===== src/rtl/zone_alarm_pkg.sv =====
// Shared definitions for the multi-zone alarm controller: state encoding
// and helpers used to size the countdown timer.
package zone_alarm_pkg;

  localparam int STATE_W = 3;

  localparam logic [STATE_W-1:0] ST_DISARMED   = 3'd0;
  localparam logic [STATE_W-1:0] ST_EXIT_DELAY = 3'd1;
  localparam logic [STATE_W-1:0] ST_ARMED      = 3'd2;
  localparam logic [STATE_W-1:0] ST_ENTRY_DELAY = 3'd3;
  localparam logic [STATE_W-1:0] ST_ALARM      = 3'd4;

  // Largest of the three delay lengths; the timer must hold (max - 1).
  function automatic int max3(input int a, input int b, input int c);
    int m;
    m = (a > b) ? a : b;
    return (m > c) ? m : c;
  endfunction

  // Timer width, never below one bit even when every delay is a single cycle.
  function automatic int cnt_width(input int max_cycles);
    return (max_cycles > 1) ? $clog2(max_cycles) : 1;
  endfunction

endpackage


===== src/rtl/alarm_timer.sv =====
// Loadable down-counter used for the exit, entry and siren periods.
// Saturates at zero so a stray decrement can never wrap.
module alarm_timer #(
  parameter int CNT_W = 6
) (
  input  logic             clk,
  input  logic             rst,
  input  logic             load,
  input  logic [CNT_W-1:0] load_val,
  input  logic             dec,
  output logic [CNT_W-1:0] count,
  output logic             zero
);

  // Load has priority over decrement; reset clears the count.
  always_ff @(posedge clk) begin
    if (rst) begin
      count <= '0;
    end else if (load) begin
      count <= load_val;
    end else if (dec && (count != '0)) begin
      count <= count - 1'b1;
    end
  end

  assign zero = (count == '0);

endmodule


===== src/rtl/zone_alarm_ctrl.sv =====
// Multi-zone alarm controller: exit delay after arming, entry delay for
// delayed zones, instant zones straight to alarm, bounded siren period with
// automatic re-arm, disarm from any state and a sticky tripped-zone record.
//
// Handshake note: arm and disarm are plain levels sampled every clock; there
// is no valid/ready pairing. A refused arm is reported by a one-cycle
// arm_fault pulse, repeated for every cycle arm stays high while refused.
module zone_alarm_ctrl
  import zone_alarm_pkg::*;
#(
  parameter int N_ZONES      = 4,
  parameter int EXIT_CYCLES  = 16,
  parameter int ENTRY_CYCLES = 16,
  parameter int ALARM_CYCLES = 64,
  localparam int CNT_W = cnt_width(max3(EXIT_CYCLES, ENTRY_CYCLES, ALARM_CYCLES))
) (
  input  logic               clk,
  input  logic               rst,
  input  logic               arm,
  input  logic               disarm,
  input  logic [N_ZONES-1:0] zone_in,
  input  logic [N_ZONES-1:0] zone_mask,
  input  logic [N_ZONES-1:0] zone_instant,
  output logic [2:0]         state_o,
  output logic               siren,
  output logic [N_ZONES-1:0] tripped_zones,
  output logic               arm_fault,
  output logic [CNT_W-1:0]   timer_o
);

  localparam logic [CNT_W-1:0] EXIT_LOAD  = CNT_W'(EXIT_CYCLES - 1);
  localparam logic [CNT_W-1:0] ENTRY_LOAD = CNT_W'(ENTRY_CYCLES - 1);
  localparam logic [CNT_W-1:0] ALARM_LOAD = CNT_W'(ALARM_CYCLES - 1);

  logic [STATE_W-1:0] state_q, state_d;
  logic [N_ZONES-1:0] active, inst, dly;
  logic [N_ZONES-1:0] tripped_q, tripped_d;
  logic               siren_q, siren_d;
  logic               arm_fault_q, arm_fault_d;
  logic               t_load, t_dec, t_zero;
  logic [CNT_W-1:0]   t_val, t_count;

  // Zone classification: masked zones never count as open.
  assign active = zone_in & ~zone_mask;
  assign inst   = active & zone_instant;
  assign dly    = active & ~zone_instant;

  alarm_timer #(.CNT_W(CNT_W)) u_timer (
    .clk      (clk),
    .rst      (rst),
    .load     (t_load),
    .load_val (t_val),
    .dec      (t_dec),
    .count    (t_count),
    .zero     (t_zero)
  );

  // State register plus the registered outputs derived alongside it.
  always_ff @(posedge clk) begin
    if (rst) begin
      state_q     <= ST_DISARMED;
      tripped_q   <= '0;
      siren_q     <= 1'b0;
      arm_fault_q <= 1'b0;
    end else begin
      state_q     <= state_d;
      tripped_q   <= tripped_d;
      siren_q     <= siren_d;
      arm_fault_q <= arm_fault_d;
    end
  end

  // Next-state and timer control: disarm beats triggers, triggers beat expiry.
  always_comb begin
    state_d = state_q;
    t_load  = 1'b0;
    t_val   = '0;
    t_dec   = 1'b0;
    case (state_q)
      ST_DISARMED: begin
        if (arm && !disarm && (active == '0)) begin
          state_d = ST_EXIT_DELAY;
          t_load  = 1'b1;
          t_val   = EXIT_LOAD;
        end
      end
      ST_EXIT_DELAY: begin
        if (disarm) begin
          state_d = ST_DISARMED;
          t_load  = 1'b1;
        end else if (t_zero) begin
          state_d = ST_ARMED;
        end else begin
          t_dec = 1'b1;
        end
      end
      ST_ARMED: begin
        if (disarm) begin
          state_d = ST_DISARMED;
          t_load  = 1'b1;
        end else if (inst != '0) begin
          state_d = ST_ALARM;
          t_load  = 1'b1;
          t_val   = ALARM_LOAD;
        end else if (dly != '0) begin
          state_d = ST_ENTRY_DELAY;
          t_load  = 1'b1;
          t_val   = ENTRY_LOAD;
        end
      end
      ST_ENTRY_DELAY: begin
        if (disarm) begin
          state_d = ST_DISARMED;
          t_load  = 1'b1;
        end else if ((inst != '0) || t_zero) begin
          state_d = ST_ALARM;
          t_load  = 1'b1;
          t_val   = ALARM_LOAD;
        end else begin
          t_dec = 1'b1;
        end
      end
      ST_ALARM: begin
        if (disarm) begin
          state_d = ST_DISARMED;
          t_load  = 1'b1;
        end else if (t_zero) begin
          state_d = ST_ARMED;
        end else begin
          t_dec = 1'b1;
        end
      end
      default: begin
        // Unused encodings recover to DISARMED with a cleared timer.
        state_d = ST_DISARMED;
        t_load  = 1'b1;
      end
    endcase
  end

  // Output decode: siren follows the next state, fault and tripped latch.
  always_comb begin
    siren_d     = (state_d == ST_ALARM);
    arm_fault_d = 1'b0;
    tripped_d   = tripped_q;
    case (state_q)
      ST_DISARMED: begin
        if (arm && !disarm) begin
          if (active != '0) begin
            arm_fault_d = 1'b1;
          end else begin
            tripped_d = '0;
          end
        end
      end
      // In ARMED, active is non-zero only when a transition is taken.
      ST_ARMED, ST_ENTRY_DELAY, ST_ALARM: begin
        if (!disarm) begin
          tripped_d = tripped_q | active;
        end
      end
      default: begin
        tripped_d = tripped_q;
      end
    endcase
  end

  assign state_o       = state_q;
  assign siren         = siren_q;
  assign tripped_zones = tripped_q;
  assign arm_fault     = arm_fault_q;
  assign timer_o       = t_count;

endmodule


===== config.mk =====
export PLATFORM = sky130hd
export DESIGN_NAME = zone_alarm_ctrl
export DESIGN_NICKNAME = d
export VERILOG_FILES = /design/src/rtl/zone_alarm_pkg.sv /design/src/rtl/alarm_timer.sv /design/src/rtl/zone_alarm_ctrl.sv
export SDC_FILE = /design/constraint.sdc
export NUM_CORES = 1
export LEC_CHECK = 0
export ABC_CLOCK_PERIOD_IN_PS = 3350
export BUFFER_PORTS_ARGS = -buffer_cell sky130_fd_sc_hd__buf_2
export CAP_MARGIN = 20
export CELL_PAD_IN_SITES_DETAIL_PLACEMENT = 1
export CELL_PAD_IN_SITES_GLOBAL_PLACEMENT = 2
export CORE_UTILIZATION = 29
export CTS_BUF_LIST = sky130_fd_sc_hd__clkbuf_4 sky130_fd_sc_hd__clkbuf_8
export DETAILED_ROUTE_END_ITERATION = 8
export PLACE_DENSITY_LB_ADDON = 0.1
export RECOVER_POWER = 25
export SYNTH_ARGS = -nofsm -noshare
export SYNTH_HDL_FRONTEND = slang
export SYNTH_SLANG_ARGS = --single-unit

===== constraint.sdc =====
create_clock -name clk -period 3.35 [get_ports clk]
set_clock_uncertainty 0.15 [all_clocks]
set_input_delay 0.1675 -clock clk [delete_from_list [all_inputs] [get_ports clk]]
set_output_delay 0.1675 -clock clk [all_outputs]
set_load 0.05 [all_outputs]

==> reports/metrics.csv, run 1 <==
metric,value,unit
status,"finished, final reports clean",
grt_pass1_vias,982,
utilization,37.6,%
ios,31,
switching_share,37.1,%
vias,1006,
power_frac_seq,44.4,%
portBuffers,30,
place_inst,188,
grt_pass1_wl,4.60,mm
slew_viol_final,0,
cts-buffers-inserted,3,
dieHeight,60.5,um
die-area,0.00366,mm^2
clock-sinks,15,
wl_per_cell,14.0,um
antenna_left,0,
grt_max_degree,14,
htree_levels,1,
first_iter_violations,11,
cts_tree,built,
gp_congestion,0.744,
synth_common_cells,"15 x dfxtp_1, 9 x a21oi_1, 9 x nand2_1, 9 x nor2_1",
fill_cells,413,
critPathArrivalTime,2.73,ns
crit_path_end_kind,flop,
syn-cell-area,993,um^2
grt_overflow,0,
synthXorXnorAreaFrac,0.882,%
post-route-period-util,80.3,%
worst-r2r-setup-slack,0.66,ns
drc_errors,0,
grt_setup_unrepaired,no,
critPathSlowestCell,or4b_1,
muxShareOfSynthArea,1.01,%
drt_pass1_iterations,4,
p_clk_share,24.8,%
seq_area_frac_synth,30.2,%
max_stage_delay,0.62,ns
synth.avg_cell_area,8.28,um^2
area_growth,19.4,%
powerDensity,373,mW/mm^2
num_rows,20,
synth_top_family_by_area,simple AND/OR/NAND/NOR gates,
drive_above_1_share,22.7,%
combPwrFrac,30.8,%
cp-start-kind,flop,
min_path_type,input pin to flop,
syn_inst,120,
yosysMostFrequentCell,dfxtp_1,
cts_setup_buffers,0,
intPower,279,uW
synth_compound_area_share,27.8,%
synth_edf_count,0,
finalHoldViolCount,0,
synth-seq-cells,15,
cts_buffer_depth,2,
die_w,60.5,um
worstPathCellList,"inv_1, ha_1, nor3b_1, and2_0, o2111ai_1, or4b_1, o22a_1, o22a_1",
routed_wl,2.72,mm
synthesis.nets,137,
power.leakage,0.480,nW
start_util,31.5,%
cp_common_cell,o22a_1,
clkLatencyLatePin,0.29,ns
setup_viol,0,
ctsResizeCount,0,
required,3.39,ns
maxCapViolations,0,
clock.fmax,372,MHz
core_area,0.00315,mm^2
synthTopCellsByArea,"dfxtp_1 30%, o22a_1 5.3%, a21oi_1 4.5%",
synth_top_area_share,30.2,%
synth_top_area_cell,dfxtp_1,
ys.flop_type,dfxtp_1,
synth.distinct_cells,44,
viasPerCell,5.19,
critPathMaxFanout,7,
crit_type,flop to flop,
slew_headroom,49.3,%
async_reset_ff_share,0,%
peakVddDrop,0.000210,V
tns,0,ns
synthAdderAreaFrac,1.26,%
cts.hold.buffers_added,2,
diodes,0,
final-instance-count-excl-fill,194,
cts_root_buf,clkbuf_4,
hpwlAfterDp,2.10,mm
p_sw,164,uW
grt_usage,16.8,%
yosysWarnings,0,
nets,168,
yosys.area_share.simple,31.7,%
fin_crit,2.69,ns
grt_antenna_before_repair,0,
worstMarginPinSlew,0.750,ns
path_clk_slew,0.10,ns
==> cells in the final DEF, fill, tap and decap left out, types with 2 or more instances in the layout <==
| cell | count |
|---|---|
| inv_1 | 5 |
| nand3b_1 | 4 |
| nand2b_4 | 2 |
| nor3b_1 | 2 |
| o21ai_0 | 7 |
| clkbuf_4 | 3 |
| clkbuf_1 | 7 |
| o2111ai_1 | 3 |
| or3_1 | 2 |
| nor3_1 | 7 |
| dfxtp_1 | 15 |
| nor2_1 | 9 |
| a211oi_1 | 3 |
| a21oi_1 | 9 |
| nand2_1 | 9 |
| and4_4 | 2 |
| buf_2 | 23 |
| o22ai_1 | 3 |
| nand2b_1 | 2 |
| dlygate4sd3_1 | 2 |
| o22a_1 | 6 |
==> metal layers <==
| layer | track usage [%] | wire length, um | vias to the layer above |
|---|---|---|---|
| met5 | 0 | 0 | - |
| met4 | 2.92 | 10 | 0 |
| met3 | 4.05 | 87 | 2 |
| met2 | 27.3 | 1230 | 16 |
| met1 | 22.8 | 1390 | 470 |
| li1 | - | - | 518 |
==> worst max-delay path, delay by kind of cell (launching register included) <==
family	cells	cell delay, ns
AND/OR/NAND/NOR	3	1.06
AO/OA/AOI/OAI	3	0.68
flip-flops	1	0.38
adder cells (fa/ha/maj)	1	0.25
buffers and inverters	1	0.07
==> flip-flops by register name, indices dropped and copies added, names as in the netlist <==
name           count
u_timer.count      6
tripped_zones      4
siren              1
arm_fault          1
state_o            3
==> worst paths after layout <==
kind,start,endpoint,depth (start not counted)
hold reg to reg,tripped_zones[0],tripped_zones[0],2
setup reg to reg,u_timer.count[0],u_timer.count[3],8
hold / removal,zone_in[0],tripped_zones[0],3
setup / recovery,u_timer.count[0],u_timer.count[3],8
==> final cells by class <==
class	instances	area [um^2]	share of cell area [%]
Inverter	5	18.8	1.58
Timing Repair Buffer	32	161	13.6
Tap cell	44	55.1	4.64
Sequential cell	15	300	25.3
Multi-Input combinational cell	94	623	52.5
Clock inverter	1	5.00	0.422
Clock buffer	3	22.5	1.90
==> kinds of logic after synthesis <==
family,count (synthesis)
AOI/OAI and AO/OA,40
buffers and inverters,11
and+or+nand+nor,51
adders and majority gates,1
xor gates and xnor gates,1
DFF,15
muxes,1
==> power by group through the flow <==
stage | logic [mW] | registers (mW) | clock network (mW)
2_1_floorplan | 0.0737 | 0.227 | 0
3_3_place_gp | 0.132 | 0.201 | 0
3_5_place_dp | 0.135 | 0.201 | 0
4_1_cts | 0.137 | 0.197 | 0.116
5_1_grt | 0.150 | 0.198 | 0.124
6_report | 0.136 | 0.197 | 0.110
==> per-stage QoR <==
step           hold WS, ns  power, mW  setup slack, ns  instance area, um^2
2_1_floorplan       0.0944      0.301            0.527                  993
3_3_place_gp         0.281      0.333            0.798                 1150
3_5_place_dp         0.294      0.336            0.713                 1150
4_1_cts             0.0266      0.450            0.675                 1190
5_1_grt             0.0249      0.472            0.449                 1190
6_report            0.0322      0.443            0.659                 1190
(Power assumes the default switching activity.)
==> inputs of run 2 (changes only) <==
- ABC_CLOCK_PERIOD_IN_PS: 3350 -> 2400
- CORE_UTILIZATION: 29 -> 26
- clock period: 3.35 -> 2.4 ns (I/O delays scaled with it)
==> reports/metrics.csv, run 2 (synthesis gave the netlist of run 1 again) <==
metric,value,unit,change
min_path_type,input pin to flop,,unchanged
antenna_left,0,,unchanged
grt_max_degree,13,,was 14
cts_tree,built,,unchanged
gp_congestion,0.740,,was 0.744
grt_pass1_vias,1068,,was 982
maxCapViolations,0,,unchanged
r2r-start,u_timer.count[0],,unchanged
grt_pass1_wl,4.83,mm,was 4.60 mm
peakVddDrop,0.000119,V,was 0.000210 V
largest_reg_flops,6,,unchanged
wl_per_cell,14.2,um,was 14.0 um
num_rows,22,,was 20
setup_viol,0,,unchanged
drc_errors,0,,unchanged
worstMarginPinSlew,0.661,ns,was 0.750 ns
utilization,34.8,%,was 37.6%
path_clk_slew,0.07,ns,was 0.10 ns
ff2ff_path_depth,8,,unchanged
clock.fmax,437,MHz,was 372 MHz
fin_hold_ws,0.00273,ns,was 0.0322 ns
timing.rr.end,u_timer.count[3],,unchanged
diodes,0,,unchanged
final_cell_mix,"23 x buf_2, 11 x dfxtp_1, 9 x nor2_1, 9 x a21oi_1, 9 x nand2_1",,"was 23 x buf_2, 15 x dfxtp_1, 9 x nor2_1, 9 x a21oi_1, 9 x nand2_1"
crit_start,u_timer.count[0],,unchanged
die_w,63.8,um,was 60.5 um
start_util,27.1,%,was 31.5%
powerDensity,545,mW/mm^2,was 373 mW/mm^2
worstPathCellList,"inv_2, ha_2, nor3b_1, and2_4, o2111ai_2, or4b_4, o22a_1, o22a_1",,"was inv_1, ha_1, nor3b_1, and2_0, o2111ai_1, or4b_1, o22a_1, o22a_1"
cp-endpoint,u_timer.count[3],,unchanged
cp_common_cell,o22a_1,,unchanged
core_area,0.00366,mm^2,was 0.00315 mm^2
nets,174,,was 168
area_growth,28.3,%,was 19.4%
cts_root_buf,clkbuf_8,,was clkbuf_4
slew_headroom,55.5,%,was 49.3%
viasPerCell,5.31,,was 5.19
first_iter_violations,59,,was 11
cts_buffer_depth,2,,unchanged
crit_path_end_kind,flop,,unchanged
drive_above_1_share,33.3,%,was 22.7%
drt_pass1_iterations,4,,unchanged
cts-buffers-inserted,3,,unchanged
worst-r2r-setup-slack,0.11,ns,was 0.66 ns
die-area,0.00407,mm^2,was 0.00366 mm^2
routed_wl,2.90,mm,was 2.72 mm
post-route-period-util,95.4,%,was 80.3%
final_common_cell,buf_2,,unchanged
critPathMaxFanout,7,,unchanged
grt_overflow,0,,unchanged
max_stage_delay,0.54,ns,was 0.62 ns
power.leakage,0.524,nW,was 0.480 nW
cp-start-kind,flop,,unchanged
vias,1084,,was 1006
grt_usage,15.4,%,was 16.8%
fin_crit,2.29,ns,was 2.69 ns
ios,31,,unchanged
cts.hold.buffers_added,0,,was 2
slew_viol_final,0,,unchanged
crit_type,flop to flop,,unchanged
critPathSlowestCell,or4b_4,,was or4b_1
clock-sinks,15,,unchanged
grt_setup_unrepaired,no,,unchanged
critPathArrivalTime,2.29,ns,was 2.73 ns
dieHeight,63.8,um,was 60.5 um
hpwlAfterDp,2.28,mm,was 2.10 mm
grt_antenna_before_repair,0,,unchanged
tns,0,ns,unchanged
finalHoldViolCount,0,,unchanged
clkLatencyLatePin,0.25,ns,was 0.29 ns
portBuffers,30,,unchanged
required,2.40,ns,was 3.39 ns
regMostFlops,u_timer.count,,unchanged
status,"finished, final reports clean",,unchanged
htree_levels,1,,unchanged
## run 2: cell types whose count changed in the layout (fill, tap and decap cells not counted), sizes merged
cell | previous run | this run
buf | 23 | 31
dlygate4sd3 | 2 | 0
## run 2: layer usage
| layer | GRT usage, % | wire (um) |
|---|---|---|
| met5 | 0 | 0 |
| met4 | 7.67 | 44 |
| met3 | 2.14 | 117 |
| met2 | 26.3 | 1400 |
| met1 | 18.6 | 1340 |
## run 2: repair_timing
action | in CTS | in global routing
endpoints found under the setup margin | 1 | 0
resized for setup | 1 | 0
setup buffers | 0 | 0
hold endpoints to repair | 0 | 0
## run 2: area by class of cell
| type | count | area, um^2 |
|---|---|---|
| clock buffer | 3 | 41.3 |
| clock inverter | 1 | 5.00 |
| sequential | 15 | 310 |
| timing repair buffer | 38 | 201 |
| multi-input combinational | 94 | 638 |
| fill | 470 | 2390 |
| tap | 48 | 60.1 |
| inverter | 5 | 18.8 |
## run 2: worst min path at each step
stage / to / cells after the start / startpoint
after floorplan: state_o[1] / 1 / disarm
after global placement: arm_fault / 3 / arm
after detailed placement: state_o[1] / 2 / disarm
after CTS: state_o[1] / 2 / disarm
after global routing: state_o[1] / 2 / disarm
final: state_o[1] / 2 / disarm
## run 2: power breakdown
part | internal [mW] | switching [mW] | total [mW] | leakage, nW
Sequential | 0.262 | 0.0130 | 0.275 | 0.124
Combinational | 0.0777 | 0.127 | 0.205 | 0.375
Clock | 0.115 | 0.0998 | 0.215 | 0.0255
## run 2: worst max-delay path, delay by kind of cell (launching register included)
kind | cells | cell delay [ns]
buffers and inverters | 1 | 0.04
DFF | 1 | 0.36
adders and majority gates | 1 | 0.20
AOI/OAI and AO/OA | 3 | 0.56
and+or+nand+nor | 3 | 0.86
## run 2: metrics by stage
| stage | area (um^2) | worst slack, ns | power (mW) | cells |
|---|---|---|---|---|
| global route | 1270 | 0.0174 | 0.734 | 204 |
| CTS | 1280 | 0.0905 | 0.707 | 204 |
| global placement | 1230 | 0.0605 | 0.484 | 200 |
| finish | 1270 | 0.111 | 0.695 | 204 |
| detailed placement | 1230 | 0.00442 | 0.488 | 200 |
| floorplan | 1020 | 0.0123 | 0.431 | 120 |
